--- config.mk ---
export PLATFORM = sky130hd
export DESIGN_NAME = pu_layer_sequencer
export DESIGN_NICKNAME = d
export VERILOG_FILES = /design/src/rtl/pu_layer_sequencer.sv
export SDC_FILE = /design/constraint.sdc
export NUM_CORES = 1
export LEC_CHECK = 0
export BUFFER_PORTS_ARGS = -buffer_cell sky130_fd_sc_hd__buf_2
export CAP_MARGIN = 20
export CORE_MARGIN = 3
export CORE_UTILIZATION = 50
export CTS_BUF_LIST = sky130_fd_sc_hd__clkbuf_16
export DETAILED_ROUTE_END_ITERATION = 12
export GPL_TIMING_DRIVEN = 0
export PLACE_DENSITY = 0.74
export REMOVE_ABC_BUFFERS = 1
export SLEW_MARGIN = 25
export SYNTH_ARGS = -nofsm -noshare
export SYNTH_HDL_FRONTEND = slang
export SYNTH_SLANG_ARGS = --single-unit
--- constraint.sdc ---
create_clock -name clk -period 3.41 [get_ports clk]
set_input_delay 0.341 -clock clk [delete_from_list [all_inputs] [get_ports clk]]
set_output_delay 0.341 -clock clk [all_outputs]
set_load 0.01 [all_outputs]
--- src/rtl/pu_layer_sequencer.sv ---
// pu_layer_sequencer: steps one PU through a full layer of neurons.
// Loads x once, issues one weight set per cycle, streams results out.
//
// Ports:
//   clk, rst        rising-edge clock, synchronous active-high reset
//   start           run request, honoured only while idle
//   ld_x            one-cycle load strobe for the x1..x4 register
//   w_addr          weight ROM address (current neuron)
//   mult_write      PU product-register write enable
//   res_valid       PU output a holds the result for res_idx
//   res_idx         neuron index of the presented result
//   res_ready       consumer takes the result this cycle
//   busy            high whenever a run is in progress
//   done            one-cycle pulse when the layer completes
module pu_layer_sequencer #(
    parameter int NEURON_CNT = 8,
    parameter int IDX_W      = 8
) (
    input  logic             clk,
    input  logic             rst,
    input  logic             start,
    output logic             ld_x,
    output logic [IDX_W-1:0] w_addr,
    output logic             mult_write,
    output logic             res_valid,
    output logic [IDX_W-1:0] res_idx,
    input  logic             res_ready,
    output logic             busy,
    output logic             done
);

    typedef enum logic [1:0] {
        IDLE,
        LOAD,
        RUN,
        FIN
    } state_t;

    localparam logic [IDX_W:0] CNT_END = (IDX_W+1)'(NEURON_CNT);
    localparam logic [IDX_W:0] CNT_ONE = (IDX_W+1)'(1);

    state_t           state;
    // One extra bit so a full 2^IDX_W layer does not wrap to zero.
    logic [IDX_W:0]   issue_cnt;
    logic             pipe_valid;
    logic [IDX_W-1:0] pipe_idx;

    logic in_run;
    logic cnt_left;
    logic slot_free;
    logic issue;
    logic run_exit;

    assign in_run    = (state == RUN);
    assign cnt_left  = (issue_cnt < CNT_END);
    // The product register may only be overwritten once its result
    // has been taken, otherwise PU output a would change under the
    // consumer.
    assign slot_free = !pipe_valid || res_ready;
    assign issue     = in_run && cnt_left && slot_free;
    assign run_exit  = in_run && !cnt_left && slot_free;

    assign mult_write = issue;
    assign w_addr     = in_run ? issue_cnt[IDX_W-1:0] : '0;
    assign res_valid  = in_run && pipe_valid;
    assign res_idx    = in_run ? pipe_idx : '0;

    always_ff @(posedge clk) begin
        if (rst) begin
            state      <= IDLE;
            issue_cnt  <= '0;
            pipe_valid <= 1'b0;
            pipe_idx   <= '0;
            ld_x       <= 1'b0;
            busy       <= 1'b0;
            done       <= 1'b0;
        end else begin
            ld_x <= 1'b0;
            done <= 1'b0;
            unique case (state)
                IDLE: begin
                    if (start) begin
                        state <= LOAD;
                        ld_x  <= 1'b1;
                        busy  <= 1'b1;
                    end
                end
                LOAD: begin
                    state      <= RUN;
                    issue_cnt  <= '0;
                    pipe_valid <= 1'b0;
                end
                RUN: begin
                    if (issue) begin
                        issue_cnt  <= issue_cnt + CNT_ONE;
                        pipe_valid <= 1'b1;
                        pipe_idx   <= issue_cnt[IDX_W-1:0];
                    end else if (res_ready) begin
                        pipe_valid <= 1'b0;
                    end
                    if (run_exit) begin
                        state <= FIN;
                        done  <= 1'b1;
                    end
                end
                FIN: begin
                    state <= IDLE;
                    busy  <= 1'b0;
                end
                default: begin
                    state <= IDLE;
                    busy  <= 1'b0;
                end
            endcase
        end
    end

endmodule

==> qor.txt <==
Period Utilization, post-route: 65.7%
non-filler cells, final: 168
worst hold margin: 337 ps
synthesized area divided by synthesized cell count: 8.90 µm²
number of DRC markers after the initial detailed-route iteration: 17
PortBufs: 24
arrival time worst endpoint: 1900 ps
final setup slack of the worst path: 1170 ps
class of the worst hold path: in -> reg
maximum fanout encountered on the critical timing path: 22
Finished Cell Area: 1270 µm²
Layout area overhead: 21.0%
vias per inst: 4.96
maximum number of pins on one net before global-route repair: 23
fraction of final layout cells sized beyond drive strength 1: 21.7%
Setup Buffers After CTS: 0
clk_skew: 1.41 ps
floorplan die area: 2690 µm²
standard cell core area: 1860 µm²
static leakage power: 0.582 nW
worst setup slack before clock tree synthesis: 1320 ps
unrepaired setup endpoints after global routing: no
starting utilization of the core area: 56.5%
Clock Sink Count: 23
clock transition at the registers of the reported paths: 60 ps
number of resized instances in the post-cts repair step: 0
Antenna Diode Count: 0
ANT nets after route: 0
largest buffer count on any clock path: 2
Filler cells: 157
total standard cell area after synthesis: 1050 µm²
most frequent cells in the layout: 24 x sky130_fd_sc_hd__and2_1, 24 x sky130_fd_sc_hd__buf_2, 23 x sky130_fd_sc_hd__dfxtp_1
post-synthesis cell count: 118
TritonCTS clock tree: yes
Sequential cell area: 460 µm²
Worst Max-Slew Pin Slew: 646 ps
capturing element type of the critical path: primary output
Relative slew margins: 57.0%
nets@finish: 154
vias in the first global route: 794
average wire per cell in the routed design: 11.5 µm
outcome: complete, no violations
top-level I/O count: 25
post-synthesis cell type count: 20
Clk Tree Root Cell: sky130_fd_sc_hd__clkbuf_16
clock network latency to the later pin of the worst-skew pair: 250 ps
accumulated negative setup slack: 0 ps
critical path required time: 3070 ps
final RePlAce weighted congestion: 0.728
number of buffers inserted during clock tree synthesis: 3
count of unresolved DRC violations after routing: 0
area used by multi-input combinational logic: 551 µm²
number of violations of the max-capacitance limit: 0
number of storage elements in the synthesis netlist: 23
initial antenna violation count: 0
global-route wire length before repair: 3.30 mm
Setup Crit Path Kind: reg -> out
placed inst area: 1190 µm²
kind of start point of the critical path: register
vertical die dimension: 51.8 µm
final setup violation count: 0
Hold Fails Final Rpt: 0
PnR Total Power: 0.733 mW
Die W: 51.8 µm
number of levels the H-tree was split into: 1
final cell utilization of the core: 68.4%
global-route usage over all layers: 16.2%
sequential area share after synthesis: 43.9%
Vias: 833
highest attainable clock frequency: 0.446 GHz
Period minus WS final: 2240 ps
iteration count of the initial detailed-routing pass: 4
Worst R2R Setup Slack: 1340 ps
number of buffers inserted for hold repair after clock tree synthesis: 0
DP Cell Count: 164
total count of max-transition violations in the final report: 0
power density of the placed cells: 577 nW/µm²
wire length after detailed routing: 1.93 mm
VDD IR max: 0.407 mV
Detail Placement HPWL: 1.43 mm
cell row count: 15
number of warnings issued by yosys: 0
total overflow reported by the global router: 0
## final cells by class
cell class	count	area share, %
clock inverters	1	0.394
clock buffers	3	5.91
repair buffers	24	9.46
well taps	25	2.46
inverters	6	2.17
multi-input cells	86	43.3
flip-flops and latches	23	36.3
## synth_stat cells (all sizes together)
master,count,area [µm²]
and2,24,150
dfxtp,23,460
a21oi,12,60.1
nand2,11,41.3
nor2,8,30.0
nand3,7,35.0
ha,6,75.1
inv,5,18.8
nand2b,5,31.3
o21a,5,37.5
clkbuf,3,11.3
nand4,2,27.5
a211oi,1,7.51
a21boi,1,7.51
a221o,1,10.0
and3,1,6.26
clkinv,1,8.76
mux2i,1,10.0
nor4,1,21.3
## logic make-up (layout without fill, tap and decap cells)
kind of cell / after synthesis / count (layout) / share of synthesized area (%)
buf+inv: 9 / 34 / 3.70
compound gates: 20 / 20 / 11.7
fa+ha+maj: 6 / 6 / 7.15
flops: 23 / 23 / 43.9
mux: 1 / 1 / 0.954
simple gates: 59 / 59 / 32.7
## sequential cells by signal, indices dropped and copies added (netlist names)
| register | flops |
|---|---|
| done | 1 |
| state | 2 |
| pipe_idx | 8 |
| busy | 1 |
| ld_x | 1 |
| issue_cnt | 9 |
| pipe_valid | 1 |
## routing by layer
layer  GRT usage (%)  routed length [µm]  vias to the layer above  share of wire [%]
met2            29.9                 945                       21                 49
met3            3.44                  91                        0                4.7
li1                -                   -                      441                  -
met4            3.93                   0                        0                  0
met5               0                   0                        -                  0
met1            18.8                 892                      371                 46
## power by group
group,internal [mW],leakage [nW],switching (mW)
Clock,0.157,0.0409,0.0897
Sequential,0.290,0.186,0.0185
Combinational,0.0594,0.355,0.118
## critical path, stage by stage, from the launching register on
cell and delay (ps):
sky130_fd_sc_hd__dfxtp_1 340, sky130_fd_sc_hd__inv_1 110, sky130_fd_sc_hd__ha_1 580, sky130_fd_sc_hd__nand4_4 300
sky130_fd_sc_hd__clkinv_4 160, sky130_fd_sc_hd__buf_2 140
## final timing paths
path / from / to / cells past startpoint
max reg2reg: state[0]$_SDFFE_PP0P_ / state[1]$_SDFFE_PP0P_ / 6
min reg2reg: pipe_idx[0]$_SDFFE_PP0P_ / pipe_idx[0]$_SDFFE_PP0P_ / 2
max: state[0]$_SDFFE_PP0P_ / mult_write / 5
min: start / ld_x$_SDFF_PP0_ / 3
Power figures use the tool's default switching activity.
